**config.mk**
```make
export PLATFORM = sky130hd
export DESIGN_NAME = hazard_ctrl_flat
export DESIGN_NICKNAME = d
export VERILOG_FILES = /design/src/rtl/hazard_ctrl_pkg.sv /design/src/rtl/hazard_ctrl_if.sv /design/src/rtl/hazard_ctrl_fwd_sel.sv /design/src/rtl/hazard_ctrl.sv /design/src/flat_wrapper.sv
export SDC_FILE = /design/constraint.sdc
export NUM_CORES = 1
export LEC_CHECK = 0
export CORE_ASPECT_RATIO = 0.8
export CORE_MARGIN = 2
export CORE_UTILIZATION = 53
export CTS_CLUSTER_DIAMETER = 60
export DETAILED_ROUTE_END_ITERATION = 7
export HOLD_SLACK_MARGIN = 0.12
export PLACE_DENSITY = 0.88
export RECOVER_POWER = 50
export SETUP_SLACK_MARGIN = 0.3
export SLEW_MARGIN = 0
export SYNTH_ARGS = -nofsm -noshare
export SYNTH_HDL_FRONTEND = slang
export SYNTH_HIERARCHICAL = 1
export SYNTH_SLANG_ARGS = --single-unit
```
**constraint.sdc**
```tcl
create_clock -name clk -period 9.1 [get_ports clk]
set_clock_uncertainty 0.1 [all_clocks]
set_input_delay 2.73 -clock clk [delete_from_list [all_inputs] [get_ports clk]]
set_output_delay 2.73 -clock clk [all_outputs]
set_load 0.05 [all_outputs]
```
**src/rtl/hazard_ctrl_pkg.sv**
```systemverilog
// Shared pipeline definitions for the hazard control slice.
// Holds the instruction width, counter width default, the execute
// operand forward-select encodings and the hazard FSM state encodings.
package hazard_ctrl_pkg;

  localparam int unsigned INST_SIZE = 32;
  localparam int unsigned CNT_W_DEF = 32;

  // Execute operand source select
  typedef enum logic [1:0] {
    FWD_RF = 2'd0,  // register file
    FWD_ME = 2'd1,  // memory-stage bypass
    FWD_WB = 2'd2   // writeback bypass
  } fwd_e;

  typedef enum logic [1:0] {
    RUN      = 2'd0,
    MEM_WAIT = 2'd1,
    BR_PEND  = 2'd2
  } state_e;

endpackage

```
**src/rtl/hazard_ctrl_if.sv**
```systemverilog
// Pipeline hazard bundle between the datapath and hazard_ctrl.
// master: datapath side (drives register ids, enables, branch and
//         memory handshake; receives forward selects, stalls, flushes,
//         performance counters and the memory-timeout error).
// slave:  hazard_ctrl side.
interface hazard_ctrl_if #(
  parameter int unsigned CNT_W = hazard_ctrl_pkg::CNT_W_DEF
);
  logic [4:0]       rs1_de, rs2_de;
  logic [4:0]       rs1_ex, rs2_ex;
  logic [4:0]       rd_ex;
  logic             mem_reg_ex;
  logic [4:0]       rd_me;
  logic             we_me;
  logic [4:0]       rd_wb;
  logic             we_wb;
  logic             pc_r;
  logic             mem_req, mem_rdy;
  logic [1:0]       hu_rs1, hu_rs2;
  logic             stall_fe, stall_de, stall_ex, stall_me;
  logic             flush_de, flush_ex;
  logic [CNT_W-1:0] stall_cnt, flush_cnt;
  logic             mem_err;

  modport master (
    output rs1_de, rs2_de, rs1_ex, rs2_ex, rd_ex, mem_reg_ex,
           rd_me, we_me, rd_wb, we_wb, pc_r, mem_req, mem_rdy,
    input  hu_rs1, hu_rs2, stall_fe, stall_de, stall_ex, stall_me,
           flush_de, flush_ex, stall_cnt, flush_cnt, mem_err
  );

  modport slave (
    input  rs1_de, rs2_de, rs1_ex, rs2_ex, rd_ex, mem_reg_ex,
           rd_me, we_me, rd_wb, we_wb, pc_r, mem_req, mem_rdy,
    output hu_rs1, hu_rs2, stall_fe, stall_de, stall_ex, stall_me,
           flush_de, flush_ex, stall_cnt, flush_cnt, mem_err
  );
endinterface

```
**src/rtl/hazard_ctrl_fwd_sel.sv**
```systemverilog
// Forwarding compare for one execute source operand.
// Ports: rs (execute source register), rd_me/we_me (memory-stage
// writer), rd_wb/we_wb (writeback writer), sel (operand source).
// The memory stage holds the younger result, so it wins over writeback.
// x0 is never forwarded.
module fwd_sel
  import hazard_ctrl_pkg::*;
(
  input  logic [4:0] rs,
  input  logic [4:0] rd_me,
  input  logic       we_me,
  input  logic [4:0] rd_wb,
  input  logic       we_wb,
  output fwd_e       sel
);

  always_comb begin
    sel = FWD_RF;
    if (we_me && (rd_me != '0) && (rd_me == rs))
      sel = FWD_ME;
    else if (we_wb && (rd_wb != '0) && (rd_wb == rs))
      sel = FWD_WB;
  end

endmodule

```
**src/rtl/hazard_ctrl.sv**
```systemverilog
// Pipeline hazard controller: operand forwarding, load-use stall,
// branch flush and data-memory wait handling, plus stall/flush
// performance counters and a sticky memory-timeout error.
// Ports: clk, rst (asynchronous, active-low), hz (hazard_ctrl_if.slave).
// Parameters: CNT_W (counter width), MEM_TMO (memory-wait cycle limit).
module hazard_ctrl
  import hazard_ctrl_pkg::*;
#(
  parameter int unsigned CNT_W   = CNT_W_DEF,
  parameter int unsigned MEM_TMO = 255
) (
  input  logic           clk,
  input  logic           rst,
  hazard_ctrl_if.slave   hz
);

  localparam int unsigned     WAIT_W = (MEM_TMO < 2) ? 1 : $clog2(MEM_TMO + 1);
  localparam logic [WAIT_W-1:0] TMO  = WAIT_W'(MEM_TMO);

  state_e             state, state_nxt;
  logic               pend;
  logic [WAIT_W-1:0]  wait_cnt, wait_nxt;
  logic [CNT_W-1:0]   stall_cnt, flush_cnt;
  logic               mem_err;
  logic               wait_stall, load_use;
  logic               s_fe, s_de, s_ex, s_me, f_de, f_ex;
  fwd_e               sel1, sel2;

  fwd_sel u_fwd_rs1 (
    .rs(hz.rs1_ex), .rd_me(hz.rd_me), .we_me(hz.we_me),
    .rd_wb(hz.rd_wb), .we_wb(hz.we_wb), .sel(sel1)
  );

  fwd_sel u_fwd_rs2 (
    .rs(hz.rs2_ex), .rd_me(hz.rd_me), .we_me(hz.we_me),
    .rd_wb(hz.rd_wb), .we_wb(hz.we_wb), .sel(sel2)
  );

  assign wait_stall = hz.mem_req && !hz.mem_rdy;
  assign load_use   = hz.mem_reg_ex && (hz.rd_ex != '0) &&
                      ((hz.rd_ex == hz.rs1_de) || (hz.rd_ex == hz.rs2_de));

  // State register
  always_ff @(posedge clk or negedge rst) begin
    if (!rst) state <= RUN;
    else      state <= state_nxt;
  end

  // Next state
  always_comb begin
    state_nxt = state;
    unique case (state)
      RUN:      if (wait_stall) state_nxt = MEM_WAIT;
      MEM_WAIT: if (hz.mem_rdy) state_nxt = (pend || hz.pc_r) ? BR_PEND : RUN;
      BR_PEND:  state_nxt = wait_stall ? MEM_WAIT : RUN;
      default:  state_nxt = RUN;
    endcase
  end

  // Outputs: memory wait > branch flush > load-use. The stall/flush
  // lines are forced low while reset is held.
  always_comb begin
    s_fe = 1'b0; s_de = 1'b0; s_ex = 1'b0; s_me = 1'b0;
    f_de = 1'b0; f_ex = 1'b0;
    if (rst) begin
      unique case (state)
        RUN: begin
          if (wait_stall) begin
            s_fe = 1'b1; s_de = 1'b1; s_ex = 1'b1; s_me = 1'b1;
          end else if (hz.pc_r) begin
            f_de = 1'b1; f_ex = 1'b1;
          end else if (load_use) begin
            s_fe = 1'b1; s_de = 1'b1; f_ex = 1'b1;
          end
        end
        MEM_WAIT: begin
          if (!hz.mem_rdy) begin
            s_fe = 1'b1; s_de = 1'b1; s_ex = 1'b1; s_me = 1'b1;
          end
        end
        BR_PEND: begin
          // A fresh memory wait defers the owed flush; pend stays set.
          if (wait_stall) begin
            s_fe = 1'b1; s_de = 1'b1; s_ex = 1'b1; s_me = 1'b1;
          end else begin
            f_de = 1'b1; f_ex = 1'b1;
          end
        end
        default: ;
      endcase
    end
  end

  // A branch resolved while the pipe is frozen on memory is remembered
  // and flushed once the wait completes.
  always_ff @(posedge clk or negedge rst) begin
    if (!rst)
      pend <= 1'b0;
    else if ((state == BR_PEND) && !wait_stall)
      pend <= 1'b0;
    else if (hz.pc_r && ((state == MEM_WAIT) || ((state == RUN) && wait_stall)))
      pend <= 1'b1;
  end

  always_comb begin
    wait_nxt = '0;
    if ((state == MEM_WAIT) && !hz.mem_rdy)
      wait_nxt = (wait_cnt == TMO) ? wait_cnt : wait_cnt + WAIT_W'(1);
  end

  always_ff @(posedge clk or negedge rst) begin
    if (!rst) begin
      wait_cnt <= '0;
      mem_err  <= 1'b0;
    end else begin
      wait_cnt <= wait_nxt;
      if ((state == MEM_WAIT) && (wait_nxt == TMO))
        mem_err <= 1'b1;
    end
  end

  always_ff @(posedge clk or negedge rst) begin
    if (!rst) begin
      stall_cnt <= '0;
      flush_cnt <= '0;
    end else begin
      if (s_fe && (stall_cnt != '1)) stall_cnt <= stall_cnt + CNT_W'(1);
      if (f_ex && (flush_cnt != '1)) flush_cnt <= flush_cnt + CNT_W'(1);
    end
  end

  assign hz.hu_rs1    = sel1;
  assign hz.hu_rs2    = sel2;
  assign hz.stall_fe  = s_fe;
  assign hz.stall_de  = s_de;
  assign hz.stall_ex  = s_ex;
  assign hz.stall_me  = s_me;
  assign hz.flush_de  = f_de;
  assign hz.flush_ex  = f_ex;
  assign hz.stall_cnt = stall_cnt;
  assign hz.flush_cnt = flush_cnt;
  assign hz.mem_err   = mem_err;

endmodule

```
**src/flat_wrapper.sv**
```systemverilog
// flat-port wrapper written by rule: the top's interface ports become plain ports
module hazard_ctrl_flat import hazard_ctrl_pkg::*;
#(
  parameter int unsigned CNT_W   = CNT_W_DEF,
  parameter int unsigned MEM_TMO = 255
)
  (clk, rst, hz_rs1_de, hz_rs2_de, hz_rs1_ex, hz_rs2_ex, hz_rd_ex, hz_mem_reg_ex, hz_rd_me, hz_we_me, hz_rd_wb, hz_we_wb, hz_pc_r, hz_mem_req, hz_mem_rdy, hz_hu_rs1, hz_hu_rs2, hz_stall_fe, hz_stall_de, hz_stall_ex, hz_stall_me, hz_flush_de, hz_flush_ex, hz_stall_cnt, hz_flush_cnt, hz_mem_err);
  hazard_ctrl_if #(.CNT_W(CNT_W)) hz_i ();
  input  logic clk;
  input  logic rst;
  input wire logic [$bits(hz_i.rs1_de)-1:0] hz_rs1_de;
  input wire logic [$bits(hz_i.rs2_de)-1:0] hz_rs2_de;
  input wire logic [$bits(hz_i.rs1_ex)-1:0] hz_rs1_ex;
  input wire logic [$bits(hz_i.rs2_ex)-1:0] hz_rs2_ex;
  input wire logic [$bits(hz_i.rd_ex)-1:0] hz_rd_ex;
  input wire logic [$bits(hz_i.mem_reg_ex)-1:0] hz_mem_reg_ex;
  input wire logic [$bits(hz_i.rd_me)-1:0] hz_rd_me;
  input wire logic [$bits(hz_i.we_me)-1:0] hz_we_me;
  input wire logic [$bits(hz_i.rd_wb)-1:0] hz_rd_wb;
  input wire logic [$bits(hz_i.we_wb)-1:0] hz_we_wb;
  input wire logic [$bits(hz_i.pc_r)-1:0] hz_pc_r;
  input wire logic [$bits(hz_i.mem_req)-1:0] hz_mem_req;
  input wire logic [$bits(hz_i.mem_rdy)-1:0] hz_mem_rdy;
  output wire logic [$bits(hz_i.hu_rs1)-1:0] hz_hu_rs1;
  output wire logic [$bits(hz_i.hu_rs2)-1:0] hz_hu_rs2;
  output wire logic [$bits(hz_i.stall_fe)-1:0] hz_stall_fe;
  output wire logic [$bits(hz_i.stall_de)-1:0] hz_stall_de;
  output wire logic [$bits(hz_i.stall_ex)-1:0] hz_stall_ex;
  output wire logic [$bits(hz_i.stall_me)-1:0] hz_stall_me;
  output wire logic [$bits(hz_i.flush_de)-1:0] hz_flush_de;
  output wire logic [$bits(hz_i.flush_ex)-1:0] hz_flush_ex;
  output wire logic [$bits(hz_i.stall_cnt)-1:0] hz_stall_cnt;
  output wire logic [$bits(hz_i.flush_cnt)-1:0] hz_flush_cnt;
  output wire logic [$bits(hz_i.mem_err)-1:0] hz_mem_err;
  assign hz_i.rs1_de = hz_rs1_de;
  assign hz_i.rs2_de = hz_rs2_de;
  assign hz_i.rs1_ex = hz_rs1_ex;
  assign hz_i.rs2_ex = hz_rs2_ex;
  assign hz_i.rd_ex = hz_rd_ex;
  assign hz_i.mem_reg_ex = hz_mem_reg_ex;
  assign hz_i.rd_me = hz_rd_me;
  assign hz_i.we_me = hz_we_me;
  assign hz_i.rd_wb = hz_rd_wb;
  assign hz_i.we_wb = hz_we_wb;
  assign hz_i.pc_r = hz_pc_r;
  assign hz_i.mem_req = hz_mem_req;
  assign hz_i.mem_rdy = hz_mem_rdy;
  assign hz_hu_rs1 = hz_i.hu_rs1;
  assign hz_hu_rs2 = hz_i.hu_rs2;
  assign hz_stall_fe = hz_i.stall_fe;
  assign hz_stall_de = hz_i.stall_de;
  assign hz_stall_ex = hz_i.stall_ex;
  assign hz_stall_me = hz_i.stall_me;
  assign hz_flush_de = hz_i.flush_de;
  assign hz_flush_ex = hz_i.flush_ex;
  assign hz_stall_cnt = hz_i.stall_cnt;
  assign hz_flush_cnt = hz_i.flush_cnt;
  assign hz_mem_err = hz_i.mem_err;
  hazard_ctrl #(.CNT_W(CNT_W), .MEM_TMO(MEM_TMO)) u_core (.clk(clk), .rst(rst), .hz(hz_i));
endmodule
```
==> results of run 1 <==
[layer usage]
metal  up-vias  share of wire [%]  GRT usage (%)
met5         -                  0              0
met4         0                1.2           7.06
met3        15                6.1           6.23
met2       145                 49           42.9
met1      1938                 44           36.2
li1       1829                  -              -
[cell type report]
cell class	count	area, um2	area share (%)
Multi-Input combinational cell	343	2420	40.5
Tap cell	108	135	2.26
Sequential cell	76	1900	31.9
Inverter	17	63.8	1.07
Clock inverter	6	136	2.29
Clock buffer	10	128	2.14
Timing Repair Buffer	120	1180	19.8
Antenna cell	1	2.50	0.0419
[registers in the layout, summed over array words and instances, names as in the netlist]
register             cells
u_core/state             2
u_core/wait_cnt          8
u_core/hz.stall_cnt     32
u_core/hz.flush_cnt     32
u_core/hz.mem_err        1
u_core/pend              1
[report_power, final]
group / switching [mW] / internal [mW]
sequential: 0.0339 / 0.358
combinational: 0.134 / 0.0792
clock: 0.129 / 0.210
total: 0.298 / 0.648
[worst register-to-register path, stage by stage (launching register included)]
cell	delay, ns
dfrtp_1	0.43
ha_1	0.23
nand3_2	0.16
nor4_2	0.59
nand4_1	0.21
o211ai_2	0.29
nor2_2	0.11
mux2_4	0.32
[cell usage in the layout, fill, tap and decap left out, types with 3 or more instances in the layout]
cell and n:
clkbuf_1 3, and2_1 3, bufinv_16 4, nor3_1 29
inv_1 17, nand4_2 3, o21ai_0 5, a21oi_1 7
xnor2_1 35, nand2b_1 4, clkdlybuf4s50_1 89, nand2_1 32
a31oi_1 7, and4_1 3, dlygate4sd3_1 27, nand4_1 8
xor2_1 54, nand3_1 38, nor4_1 11, and3_1 9
ha_1 3, clkbuf_8 9, nor2_1 32, or3_1 3
nor4_2 5, nor3_2 8, dfrtp_1 76
[metrics by stage]
stage	power (mW)	cell area, um2	hold WS (ns)	setup slack (ns)
after floorplan	0.523	4440	0.372	1.89
final	0.945	5970	0.389	0.956
after global routing	0.979	5970	0.405	0.850
after CTS	0.951	5970	0.400	0.975
after global placement	0.608	5710	0.356	1.04
after detailed placement	0.614	5710	0.378	0.991
[kinds of logic after synthesis]
kind of cell / share of synthesized area [%]
adder cells (fa/ha/maj): 0.845
AND/OR/NAND/NOR: 27.4
flip-flops: 42.8
multiplexers: 1.04
AO/OA/AOI/OAI: 7.55
XOR/XNOR: 17.6
buffers and inverters: 2.76
[final timing paths]
check	start	slack [ns]	endpoint
worst max-delay path	hz_rd_ex[1]	0.96	hz_stall_de
worst max register to register	u_core/hz.flush_cnt[0]$_DFFE_PN0P_	6.55	u_core/hz.flush_cnt[1]$_DFFE_PN0P_
worst min register to register	u_core/hz.mem_err$_DFFE_PN0P_	0.39	u_core/hz.mem_err$_DFFE_PN0P_
min in group asynchronous	rst	2.34	u_core/hz.flush_cnt[30]$_DFFE_PN0P_
worst min-delay path	u_core/hz.mem_err$_DFFE_PN0P_	0.39	u_core/hz.mem_err$_DFFE_PN0P_
max in group asynchronous	rst	2.87	u_core/hz.stall_cnt[12]$_DFFE_PN0P_
==> flow_summary.yaml, run 1 <==
clock_network:
  worstSkewPairLatency_ns: 0.36
  path_clk_slew_ns: 0.07
  ctsResizeCount: 0
  numCtsBuffers: 9
  cts-root-buf: "clkbuf_8"
  cts.path.max_buffers: 2
  cts_hold_buffers: 0
  clkSinkCount: 76
  post_cts_buffers: 0
  htree_levels: 3
  tritoncts: "built"
sta:
  fin_setup_tns_ns: 0
  finalSetupViolCount: 0
  drv_slew: 65
  slew_headroom_pct: -127
  fmax_ghz: 0.123
  tightest_slew_ns: 3.40
  rsz0062_at_grt: "no"
  fin_crit_ns: 8.14
  period_share_pct: 89.5
  hold_violations: 0
synth:
  synthArstFlopShare_pct: 100
  synth-seq-cells: 76
  synth_area_leader_cell: "dfrtp_1"
  syn-cell-area_um2: 4440
  post-synth-top-count-cell: "dfrtp_1"
  netlist_instances: 444
  ys_types: 62
  synthTopCellsByCount: "dfrtp_1, xor2_1, nand3_1, xnor2_1"
  synth_flop_cell: "dfrtp_1"
  syn_avg_cell_area_um2: 10.0
  yosysWarnings: 6
  ys_seq_area_share_pct: 42.8
  synth-edff-count: 0
  syn-num-nets: 490
  synth_top_area_share_pct: 42.8
  synth_area_leaders: "dfrtp_1, xor2_1, xnor2_1, nand3_1, nor3_1"
global_route:
  first_global_vias: 3750
  grt_usage_pct: 26.5
  grt_pass1_wl_um: 19100
  grt_max_degree: 65
  antenna_found_initial: 1
  grt_remaining_overflow: 0
final_layout:
  area_growth_pct: 34.4
  utilization_pct: 74.4
  num-fill-cells: 555
  drive_gt1_share_pct: 9.62
  stdcell_count: 681
  num-nets-final: 613
worst_setup_path:
  worst_ep_arrival_time_ns: 5.31
  cp_top_family: "buffers and inverters"
  critPathBufInv: 4
  crit_type: "in2out"
  crit_chain: "clkdlybuf4s50_1 -> or4_1 -> o21a_1 -> a41oi_2 -> buf_4 -> inv_1 -> clkdlybuf4s50_1"
  cp_slowest_cell: "clkdlybuf4s50_1"
  ff2ff_path_depth: 7
  crit_cells: 7
  start_kind: "input port"
  cp.required_ns: 6.27
  cp-end-kind: "output port"
  cp_common_cell: "clkdlybuf4s50_1"
  max_stage_delay_ns: 0.70
  worstPathMaxFanout: 12
drt:
  first_iter_violations: 212
  wirelength_um: 11700
  route.vias.total: 3927
  drcViolationCount: 0
  ant_nets: 0
  viasPerCell: 5.77
  avgRoutedWirePerCell_um: 17.3
  first_pass_iters: 5
flow_run:
  maxCapViolCount: 1
pwr:
  ir_worst_vdd_mv: 0.197
  power_density_nw_per_um2: 158
  leakage_nw: 2.61
die:
  fp.dieW_um: 106
  rows: 29
  start_util_pct: 55.4
  dieArea_um2: 9130
  num_io_pins: 118
  core-area_um2: 8020
  die_y_um: 85.9
worst_hold_path:
  worstHoldPathCells: 1
  hold_path_class: "reg2reg"
place:
  io_buffer_count: 117
  place_congestion: 0.897
  dp_cells: 664
  hpwl_um: 8720
outcome:
  outcome: "finished, violations left"
  violations: "max-capacitance violations, max-slew violations"
No activity file was read; power rests on OpenSTA's default activity.
==> run 2, diff against run 1 <==
CORE_MARGIN = not set   (was 2)
GPL_ROUTABILITY_DRIVEN = 1   (was not set)
PLACE_DENSITY = 0.92   (was 0.88)
==> flow_summary.yaml, run 2 (synthesized netlist as in run 1, its figures left out) <==
final_layout:
  antenna_cells: 0
  final_cell_mix: "clkdlybuf4s50_1, dfrtp_1, xor2_1"
  reg_top3: "u_core/hz.flush_cnt: 32 flops, u_core/hz.stall_cnt: 32 flops, u_core/wait_cnt: 8 flops"
  area_growth_pct: 33.7
  drive_gt1_share_pct: 9.63
  mostFrequentLayoutCell: "clkdlybuf4s50_1"
  num-fill-cells: 557
  num-nets-final: 613
pwr:
  power_density_nw_per_um2: 154
  ir_worst_vdd_mv: 0.158
  power.total_mw: 0.914
  leakage_nw: 2.61
clock_network:
  cts-root-buf: "clkbuf_8"
  worstSkewPairLatency_ns: 0.35
  post_cts_buffers: 0
  tritoncts: "built"
  htree_levels: 3
  cts.path.max_buffers: 2
  path_clk_slew_ns: 0.07
  ctsResizeCount: 0
  clkSinkCount: 76
  numCtsBuffers: 9
  cts_hold_buffers: 0
drt:
  ant_nets: 0
  route.vias.total: 3915
  first_pass_iters: 5
  first_iter_violations: 142
  drcViolationCount: 0
  viasPerCell: 5.77
  avgRoutedWirePerCell_um: 17.3
  wirelength_um: 11700
sta:
  period_share_pct: 91.8
  drv_slew: 56
  fmax_ghz: 0.120
  hold_violations: 0
  finalSetupViolCount: 0
  tightest_slew_ns: 2.94
  fin_crit_ns: 8.35
  rsz0062_at_grt: "no"
  fin_setup_tns_ns: 0
  slew_headroom_pct: -96.3
worst_setup_path:
  worstPathMaxFanout: 24
  start_kind: "input port"
  cp-end-kind: "output port"
  worst_ep_arrival_time_ns: 5.52
  critPathBufInv: 3
  crit_type: "in2out"
  crit_chain: "clkbuf_1 -> and2b_2 -> nand2_4 -> nor2_2 -> a31oi_1 -> inv_1 -> clkdlybuf4s50_1"
  cp.required_ns: 6.27
  max_stage_delay_ns: 0.96
  cp_top_family: "buffers and inverters"
  cp_slowest_cell: "clkbuf_1"
global_route:
  busiest_layer: "met2"
  grt_usage_pct: 27.7
  antenna_found_initial: 0
  grt_pass1_wl_um: 19000
  grt_remaining_overflow: 0
  use_met2_pct: 44.3
  gr-usage-met3_pct: 5.39
  first_global_vias: 3806
  met1_usage_pct: 36.7
  grt_max_degree: 56
die:
  rows: 29
  start_util_pct: 55.4
  num_io_pins: 118
  core-area_um2: 8020
  die_y_um: 83.9
  dieArea_um2: 8750
  fp.dieW_um: 104
outcome:
  violations: "max-capacitance violations, max-slew violations"
  outcome: "finished, violations left"
place:
  place_congestion: 0.859
  hpwl_um: 8780
  io_buffer_count: 117
worst_hold_path:
  hold_path_class: "reg2reg"
flow_run:
  maxCapViolCount: 1
## run 2: cell types whose count changed in the layout (fill, tap and decap cells not counted)
cell,delta
clkinv_2,+2
bufinv_16,-1
clkbuf_1,-1
clkbuf_8,+1
clkinv_4,-1
clkinvlp_4,-1
diode_2,-1
## run 2: layer usage
metal	vias to the layer above	part of all wire (%)
li1	1834	-
met1	1901	43
met2	154	49
met3	26	5.2
met4	0	2.9
met5	-	0
## run 2: final timing paths
path	start	end	slack, ns	depth (start not counted)
setup reg to reg	u_core/hz.flush_cnt[0]$_DFFE_PN0P_	u_core/hz.flush_cnt[1]$_DFFE_PN0P_	6.57	7
hold reg to reg	u_core/hz.stall_cnt[7]$_DFFE_PN0P_	u_core/hz.stall_cnt[7]$_DFFE_PN0P_	0.39	1
min in group asynchronous	rst	u_core/hz.flush_cnt[23]$_DFFE_PN0P_	2.57	1
max in group asynchronous	rst	u_core/wait_cnt[7]$_DFF_PN0_	2.93	2
setup / recovery	rst	hz_flush_ex	0.75	7
hold / removal	u_core/hz.stall_cnt[7]$_DFFE_PN0P_	u_core/hz.stall_cnt[7]$_DFFE_PN0P_	0.39	1
## run 2: cell type report
| class | count | area (um2) | area share, % |
|---|---|---|---|
| sequential | 76 | 1900 | 32.0 |
| tap | 108 | 135 | 2.28 |
| clock inverter | 5 | 100 | 1.69 |
| clock buffer | 10 | 138 | 2.32 |
| multi-input combinational | 343 | 2420 | 40.7 |
| timing repair buffer | 120 | 1180 | 19.9 |
| inverter | 17 | 63.8 | 1.07 |
## run 2: report_power, final
part           switching (mW)  internal, mW
Combinational           0.137        0.0809
Sequential             0.0333         0.358
Clock                   0.117         0.187
Total                   0.287         0.626
## run 2: through the flow
step                      hold slack, ns  area, um2  worst slack [ns]  std cells  utilization (%)
after global placement             0.353       5710             0.998        664             71.2
after global routing               0.415       5940             0.489        679             74.1
after detailed placement           0.379       5710             0.928        664             71.2
final                              0.388       5940             0.750        679             74.1
after floorplan                    0.372       4440              1.89        444                -
after CTS                          0.397       5950             0.926        679             74.1
==> run 3, diff against run 2 <==
SLEW_MARGIN = not set   (was 0)
==> results of run 3 <==
The final DEF is identical to that of run 2; final timing and power are the same.
